==> config.mk <==
export PLATFORM = sky130hd
export DESIGN_NAME = udatapath_pipe
export DESIGN_NICKNAME = d
export VERILOG_FILES = /design/src/rtl/udatapath_pkg.sv /design/src/rtl/udatapath_alu.sv /design/src/rtl/udatapath_pipe.sv
export SDC_FILE = /design/constraint.sdc
export NUM_CORES = 2
export LEC_CHECK = 0
export ABC_AREA = 1
export ABC_CLOCK_PERIOD_IN_PS = 5800
export BUFFER_PORTS_ARGS = -buffer_cell sky130_fd_sc_hd__buf_4
export CELL_PAD_IN_SITES_DETAIL_PLACEMENT = 1
export CELL_PAD_IN_SITES_GLOBAL_PLACEMENT = 1
export CORE_ASPECT_RATIO = 0.5
export CORE_MARGIN = 2
export CORE_UTILIZATION = 38
export CTS_CLUSTER_SIZE = 14
export DETAILED_ROUTE_END_ITERATION = 8
export GPL_TIMING_DRIVEN = 0
export PLACE_DENSITY_LB_ADDON = 0.1
export SYNTH_ARGS = -nofsm -noshare
export SYNTH_HDL_FRONTEND = slang
export SYNTH_SLANG_ARGS = --single-unit
==> constraint.sdc <==
create_clock -name udatapath_pipe_CLOCK_50 -period 5.8 [get_ports udatapath_pipe_CLOCK_50]
set_input_delay 1.16 -clock udatapath_pipe_CLOCK_50 [delete_from_list [all_inputs] [get_ports udatapath_pipe_CLOCK_50]]
set_output_delay 1.16 -clock udatapath_pipe_CLOCK_50 [all_outputs]
set_load 0.01 [all_outputs]
==> src/rtl/udatapath_pkg.sv <==
// udatapath_pkg: shared definitions for the two-stage micro datapath.
// Holds the ALU opcode encodings, the bit positions of {N,Z,V,C} inside the
// 4-bit flags word, and the default ALU opcode width.
package udatapath_pkg;

   localparam int ALU_SEL_W_DEF = 4;

   // ALU opcodes; any other code yields a zero result
   localparam logic [3:0] OP_AND   = 4'd0;
   localparam logic [3:0] OP_OR    = 4'd1;
   localparam logic [3:0] OP_XOR   = 4'd2;
   localparam logic [3:0] OP_ADD   = 4'd3;
   localparam logic [3:0] OP_SUB   = 4'd4;
   localparam logic [3:0] OP_PASSA = 4'd5;
   localparam logic [3:0] OP_PASSB = 4'd6;
   localparam logic [3:0] OP_SLL1  = 4'd7;
   localparam logic [3:0] OP_SRL1  = 4'd8;

   // Bit positions inside the flags word {N,Z,V,C}
   localparam int FLAG_N = 3;
   localparam int FLAG_Z = 2;
   localparam int FLAG_V = 1;
   localparam int FLAG_C = 0;

endpackage

==> src/rtl/udatapath_alu.sv <==
// udatapath_alu: purely combinational ALU.
// Ports:
//   a, b   W-bit operands
//   op     SEL_W-bit opcode (udatapath_pkg OP_*)
//   res    W-bit result, wraps on overflow
//   n,z    result MSB / result equals zero
//   v,c    signed overflow and carry (ADD) or not-borrow (SUB); zero otherwise
module udatapath_alu
   import udatapath_pkg::*;
#(
   parameter int W     = 32,
   parameter int SEL_W = ALU_SEL_W_DEF
) (
   input  logic [W-1:0]     a,
   input  logic [W-1:0]     b,
   input  logic [SEL_W-1:0] op,
   output logic [W-1:0]     res,
   output logic             n,
   output logic             z,
   output logic             v,
   output logic             c
);

   logic [W:0] sum_s;
   logic [W:0] diff_s;

   // Opcode decode and flag generation; SUB is formed as A + ~B + 1 so the
   // carry out is the inverted borrow.
   always_comb begin
      sum_s  = {1'b0, a} + {1'b0, b};
      diff_s = {1'b0, a} + {1'b0, ~b} + {{W{1'b0}}, 1'b1};
      res    = {W{1'b0}};
      v      = 1'b0;
      c      = 1'b0;
      case (op)
         SEL_W'(OP_AND):   res = a & b;
         SEL_W'(OP_OR):    res = a | b;
         SEL_W'(OP_XOR):   res = a ^ b;
         SEL_W'(OP_ADD): begin
            res = sum_s[W-1:0];
            c   = sum_s[W];
            v   = (a[W-1] == b[W-1]) && (sum_s[W-1] != a[W-1]);
         end
         SEL_W'(OP_SUB): begin
            res = diff_s[W-1:0];
            c   = diff_s[W];
            v   = (a[W-1] != b[W-1]) && (diff_s[W-1] != a[W-1]);
         end
         SEL_W'(OP_PASSA): res = a;
         SEL_W'(OP_PASSB): res = b;
         SEL_W'(OP_SLL1):  res = {a[W-2:0], 1'b0};
         SEL_W'(OP_SRL1):  res = {1'b0, a[W-1:1]};
         default:          res = {W{1'b0}};
      endcase
      n = res[W-1];
      z = (res == {W{1'b0}});
   end

endmodule

==> src/rtl/udatapath_pipe.sv <==
// udatapath_pipe: two-stage datapath (E: read/bypass/ALU, W: write-back)
// around an N-entry register file with a shared external write port.
// Ports:
//   udatapath_pipe_CLOCK_50      clock, rising edge
//   udatapath_pipe_RESET_InHigh  synchronous reset, active high
//   uop_valid / uop_ready        micro-op handshake (ready whenever not in reset)
//   sel_*_src, ctl_*             per-port address source: control field or IR field
//   alu_op, wr_en, flag_we       operation, write-back enable, flags update enable
//   ext_we/ext_addr/ext_data     external (memory load) write request
//   ext_ready                    external write accepted when no W write is pending
//   bus_a, bus_b                 operands after bypass (combinational)
//   ir_out                       stored contents of register IR_INDEX
//   result, result_valid         W-stage result and valid
//   flags                        {N,Z,V,C}, registered
module udatapath_pipe
   import udatapath_pkg::*;
#(
   parameter int DATAWIDTH_BUS = 32,
   parameter int NUM_REGS      = 16,
   parameter int IR_INDEX      = 15,
   parameter int IR_A_LSB      = 14,
   parameter int IR_B_LSB      = 9,
   parameter int IR_C_LSB      = 4,
   parameter int ZERO_REG      = 1,
   parameter int ALU_SEL_W     = ALU_SEL_W_DEF,
   localparam int ADDR_W       = $clog2(NUM_REGS),
   localparam int W            = DATAWIDTH_BUS
) (
   input  logic                 udatapath_pipe_CLOCK_50,
   input  logic                 udatapath_pipe_RESET_InHigh,
   input  logic                 uop_valid,
   output logic                 uop_ready,
   input  logic                 sel_a_src,
   input  logic [ADDR_W-1:0]    ctl_a,
   input  logic                 sel_b_src,
   input  logic [ADDR_W-1:0]    ctl_b,
   input  logic                 sel_c_src,
   input  logic [ADDR_W-1:0]    ctl_c,
   input  logic [ALU_SEL_W-1:0] alu_op,
   input  logic                 wr_en,
   input  logic                 flag_we,
   input  logic                 ext_we,
   input  logic [ADDR_W-1:0]    ext_addr,
   input  logic [W-1:0]         ext_data,
   output logic                 ext_ready,
   output logic [W-1:0]         bus_a,
   output logic [W-1:0]         bus_b,
   output logic [W-1:0]         ir_out,
   output logic [W-1:0]         result,
   output logic                 result_valid,
   output logic [3:0]           flags
);

   localparam logic [ADDR_W-1:0] IR_ADDR = ADDR_W'(IR_INDEX);

   logic [W-1:0]      regFile_r [NUM_REGS];
   logic              wValid_r;
   logic              wWr_r;
   logic [ADDR_W-1:0] wDest_r;
   logic [W-1:0]      result_r;
   logic [3:0]        flags_r;

   logic              wPending_s;
   logic              irHit_s;
   logic [ADDR_W-1:0] irFieldA_s;
   logic [ADDR_W-1:0] irFieldB_s;
   logic [ADDR_W-1:0] irFieldC_s;
   logic [ADDR_W-1:0] addrA_s;
   logic [ADDR_W-1:0] addrB_s;
   logic [ADDR_W-1:0] addrC_s;
   logic [W-1:0]      busA_s;
   logic [W-1:0]      busB_s;
   logic              uopAccept_s;
   logic [W-1:0]      aluRes_s;
   logic              aluN_s;
   logic              aluZ_s;
   logic              aluV_s;
   logic              aluC_s;

   // True when addr names the hard-wired zero register
   function automatic logic isZeroReg(input logic [ADDR_W-1:0] addr);
      return (ZERO_REG != 0) && (addr == {ADDR_W{1'b0}});
   endfunction

   assign wPending_s  = wValid_r && wWr_r;
   assign uop_ready   = !udatapath_pipe_RESET_InHigh;
   assign uopAccept_s = uop_valid && uop_ready;
   assign ext_ready   = !wPending_s;

   // Address selection and operand read with W-stage bypass. The IR fields
   // see a pending IR write too, so an address loaded into IR by the previous
   // uop is usable immediately. External writes are never bypassed.
   always_comb begin
      irHit_s = wPending_s && (wDest_r == IR_ADDR) && !isZeroReg(IR_ADDR);
      if (irHit_s) begin
         irFieldA_s = result_r[IR_A_LSB +: ADDR_W];
         irFieldB_s = result_r[IR_B_LSB +: ADDR_W];
         irFieldC_s = result_r[IR_C_LSB +: ADDR_W];
      end else begin
         irFieldA_s = regFile_r[IR_ADDR][IR_A_LSB +: ADDR_W];
         irFieldB_s = regFile_r[IR_ADDR][IR_B_LSB +: ADDR_W];
         irFieldC_s = regFile_r[IR_ADDR][IR_C_LSB +: ADDR_W];
      end
      addrA_s = sel_a_src ? irFieldA_s : ctl_a;
      addrB_s = sel_b_src ? irFieldB_s : ctl_b;
      addrC_s = sel_c_src ? irFieldC_s : ctl_c;

      if (isZeroReg(addrA_s)) begin
         busA_s = {W{1'b0}};
      end else if (wPending_s && (wDest_r == addrA_s)) begin
         busA_s = result_r;
      end else begin
         busA_s = regFile_r[addrA_s];
      end

      if (isZeroReg(addrB_s)) begin
         busB_s = {W{1'b0}};
      end else if (wPending_s && (wDest_r == addrB_s)) begin
         busB_s = result_r;
      end else begin
         busB_s = regFile_r[addrB_s];
      end
   end

   udatapath_alu #(
      .W     (W),
      .SEL_W (ALU_SEL_W)
   ) u_alu (
      .a   (busA_s),
      .b   (busB_s),
      .op  (alu_op),
      .res (aluRes_s),
      .n   (aluN_s),
      .z   (aluZ_s),
      .v   (aluV_s),
      .c   (aluC_s)
   );

   // Register file write port: W-stage write-back has the port; an external
   // write only lands when none is pending. Zero-register writes are dropped.
   always_ff @(posedge udatapath_pipe_CLOCK_50) begin
      if (udatapath_pipe_RESET_InHigh) begin
         for (int i = 0; i < NUM_REGS; i++) begin
            regFile_r[i] <= {W{1'b0}};
         end
      end else if (wPending_s) begin
         if (!isZeroReg(wDest_r)) begin
            regFile_r[wDest_r] <= result_r;
         end
      end else if (ext_we) begin
         if (!isZeroReg(ext_addr)) begin
            regFile_r[ext_addr] <= ext_data;
         end
      end
   end

   // E-to-W pipeline register and flags; result holds when no uop retires
   always_ff @(posedge udatapath_pipe_CLOCK_50) begin
      if (udatapath_pipe_RESET_InHigh) begin
         wValid_r <= 1'b0;
         wWr_r    <= 1'b0;
         wDest_r  <= {ADDR_W{1'b0}};
         result_r <= {W{1'b0}};
         flags_r  <= 4'b0000;
      end else begin
         if (uopAccept_s) begin
            wValid_r <= 1'b1;
            wWr_r    <= wr_en;
            wDest_r  <= addrC_s;
            result_r <= aluRes_s;
         end else begin
            wValid_r <= 1'b0;
         end
         if (uopAccept_s && flag_we) begin
            flags_r[FLAG_N] <= aluN_s;
            flags_r[FLAG_Z] <= aluZ_s;
            flags_r[FLAG_V] <= aluV_s;
            flags_r[FLAG_C] <= aluC_s;
         end
      end
   end

   assign bus_a        = busA_s;
   assign bus_b        = busB_s;
   assign ir_out       = regFile_r[IR_ADDR];
   assign result       = result_r;
   assign result_valid = wValid_r;
   assign flags        = flags_r;

endmodule

==> qor_table.md <==
| Item | Reported | Unit |
|---|---|---|
| Final setup vio count | 72 | - |
| Wire length of the first global-routing pass | 347000 | microns |
| Post-layout min period | 6120 | ps |
| Clock slew at the register clock pins of the worst setup and hold paths | 70 | ps |
| Global route overflow | 0 | - |
| Core box area | 98400 | sq um |
| Layout Cell Area excl Fill | 46400 | sq um |
| Worst setup path class | input port to flip-flop | - |
| Via-per-instance ratio | 6.48 | - |
| Most common library cells after synthesis | nand2_1 (1722), nand3_1 (875), nor2_1 (758), edfxtp_1 (512), inv_1 (358) | - |
| Drt wl/cell | 36.9 | microns |
| Number of search-and-repair iterations in the first detailed-routing pass | 6 | - |
| Total routing usage reported by global routing | 49.2 | % |
| R2R Setup Slk | -10 | ps |
| Die area | 103000 | sq um |
| Share of async-settable or async-resettable flops after synthesis | 0 | % |
| Worst clock skew on the final layout | 50.0 | ps |
| R2r worst-path depth | 28 | - |
| Yosys cell types | 55 | - |
| Post-synthesis area per instance | 7.10 | sq um |
| Worst flop-to-flop path endpoint | flags[2] | - |
| IO Pins | 196 | - |
| Sinks on Clock Net | 554 | - |
| Achievable Freq | 0.163 | GHz |
| Latest clock arrival within the worst-skew pair | 690 | ps |
| Hold slack final | 483 | ps |
| Kind of end point of the critical path | flip-flop | - |
| Number of buffers added by the clock tree synthesis step | 58 | - |
| IO Port Bufs | 193 | - |
| Share of the synthesized area in the top cell type | 40.5 | % |
| Post-cts hold buffer count | 0 | - |
| Slew at the pin closest to its max-slew limit | 1610 | ps |
| Dpl ws | -2810 | ps |
| Cell type contributing the most total cell area after synthesis | edfxtp_1 | - |
| CTS tree | done | - |
| Max Buffers Root-to-Sink | 3 | - |
| Crit-path cells | buf_4 -> inv_2 -> nand4_1 -> o21ai_0 -> inv_1 -> nand3_1 -> or2_2 -> clkbuf_1 -> clkbuf_1 -> nand2_2 -> buf_12 | - |
| Required time at the worst-slack endpoint | 6210 | ps |
| Maximum level of the CTS H-tree | 2 | - |
| Critical path origin | udatapath_pipe_RESET_InHigh | - |
| Ys Warns | 0 | - |
| Most repeated library cell on the critical path | clkbuf_1 | - |
| Count leader, synth | nand2_1 | - |
| Largest incremental delay on the critical path | 1050 | ps |
| Combined area of the multi-input logic cells | 20200 | sq um |
| Run status | complete, but fails checks | - |
| WP data arrival | 6520 | ps |
| Sort of element at the start of the critical path | input port | - |
| Pwr Total | 14200 | uW |
| Final nets | 5854 | - |
| Crit-path max FO | 17 | - |
| Top post-synthesis cells by area | edfxtp_1 (40%), nand2_1 (17%), nand3_1 (12%) | - |
| Max Cap Viol | 3 | - |
| Largest net degree at the start of global routing | 26 | - |
| Reg2reg start | result_valid | - |
| Leakage power total | 0.0202 | uW |
| Hold Path Stages | 2 | - |
| Routability-driven placement congestion ratio | 1.08 | - |
| Number of global-route vias before repair | 43492 | - |
| Top flip-flop cell by instance count after synthesis | edfxtp_1 | - |
| Areal power density over the cells | 306 | nW/um^2 |
| Unrepaired setup endpoints after global routing | true | - |
| IR drop worst, VDD | 251 | uV |
| Initial core utilization | 38.6 | % |
| Worst path setup slack after routing | -317 | ps |
| Number of inserted filler cells in the final layout | 12206 | - |
| Horiz. Die Dim | 451 | microns |
| Number of core rows | 81 | - |
| Slowest-stage cell, CP | clkbuf_1 | - |
| Synthesized area | 38000 | sq um |
| Fin. Hold Viols | 0 | - |
| Post-route DRC violation count | 0 | - |
| Fin crit share | 105 | % |
| Post-detailed-placement cell area | 41900 | sq um |
| Sum of net half-perimeters after detailed placement | 195000 | microns |
| Hold path start | flags[2] | - |
| Drt total wl | 261000 | microns |
| Failing checks | capacitance limit, slew limit, setup timing | - |
| Number of DRC markers after the initial detailed-route iteration | 7116 | - |
| Area Growth Syn to Fin | 22.2 | % |
| Initial antenna violation count | 16 | - |
| Remaining max-slew budget at the tightest pin | -7.29 | % |
| Die Y | 228 | microns |
| Hold-critical path endpoint | flags[2] | - |
| Clock root buffer | clkbuf_16 | - |
| Number of flops mapped to enable cells by yosys | 512 | - |
| Final max-slew violation count | 29 | - |
| Share of the yosys chip area belonging to registers | 42.7 | % |
| Remaining antenna violation count | 0 | - |
| Syn Inst Count | 5350 | - |
| Fraction of final layout cells with drive strength greater than 1 | 15.5 | % |
| Via count | 45880 | - |
| Number of synthesized register bits | 554 | - |
| Total area of sequential cells | 16200 | sq um |
| Type of the worst min-delay path | flip-flop to flip-flop | - |
## layout by cell type (no fill, tap or decap), types with 18 or more instances in the layout
cell type and instances:
nand2_4 22, buf_8 37, conb_1 32, buf_2 35, o211ai_1 100, nand3_2 38, buf_12 26, ha_1 72
a21oi_1 133, nand2_2 71, o21ai_0 99, clkbuf_4 26, clkbuf_16 59, ha_4 18, inv_1 354, o21ai_1 37
nor2_1 743, dfxtp_1 38, or2_2 24, nand3_1 825, buf_6 70, buf_4 283, nand2_1 1633, edfxtp_1 512
clkbuf_1 139
## routing by layer
metal | vias up | track usage, % | part of all wire (%)
met2 | 3901 | 69.6 | 40
met1 | 22695 | 60.2 | 37
met5 | - | 1.56 | 0.17
met3 | 925 | 24.6 | 17
li1 | 18343 | - | -
met4 | 16 | 28.5 | 6.9
## worst max path at each step
stage	to	slack (ps)	depth (start not counted)
floorplan	flags[2]	780	31
global placement	flags[2]	-2810	32
detailed placement	flags[2]	-2810	32
CTS	flags[2]	2	34
global route	flags[2]	-120	35
finish	regFile_r[11][2]	-320	11
## state kept, by name (all words and copies together) (netlist names)
register / flops
wWr_r: 1
flags: 4
wDest_r: 4
result: 32
regFile_r: 512
result_valid: 1
## critical path, delay by kind of cell
kind                   cells  cell delay, ps
AOI/OAI and AO/OA          1            1010
buffers and inverters      6            2560
and+or+nand+nor            4            1700
## cell families (layout without fill, tap and decap cells)
group | Yosys count | in the layout | synth area share [%]
other cells | 1 | 45 | 0.00987
buf+inv | 747 | 1108 | 8.22
simple gates | 3444 | 3444 | 37.7
compound gates | 495 | 495 | 7.88
fa+ha+maj | 98 | 98 | 3.27
mux | 9 | 9 | 0.237
xor+xnor | 2 | 2 | 0.0461
flops | 554 | 554 | 42.7
## area by class of cell
cell class / count / share of cell area, %
clock inverter: 31 / 0.560
timing repair buffer: 272 / 5.18
tap: 1328 / 3.58
multi-input combinational: 4080 / 43.5
buffer: 357 / 5.76
clock buffer: 76 / 3.38
inverter: 372 / 3.05
sequential: 554 / 34.9
antenna: 13 / 0.0701
## through the flow
stage / TNS [ps] / std cells / utilization, %
after detailed placement: -110600 / 6930 / 42.5
after floorplan: 0 / 5381 / -
after global placement: -642120 / 6902 / 41.9
after CTS: 0 / 7046 / 46.0
after global routing: -186 / 7070 / 47.2
final: -13050 / 7083 / 47.2
## timing repair
item	4_1_cts	5_1_grt
buffers inserted	21	30
gates resized for setup	456	262
endpoints found under the hold margin	0	0
pin swaps	15	26
endpoints found under the setup margin	76	35
## report_power, final
group / internal, uW / total (uW) / switching (uW)
logic: 1510 / 5570 / 4060
registers: 4550 / 4730 / 180
clock network: 2070 / 3920 / 1850
total: 8140 / 14200 / 6090
(Power assumes the default switching activity.)
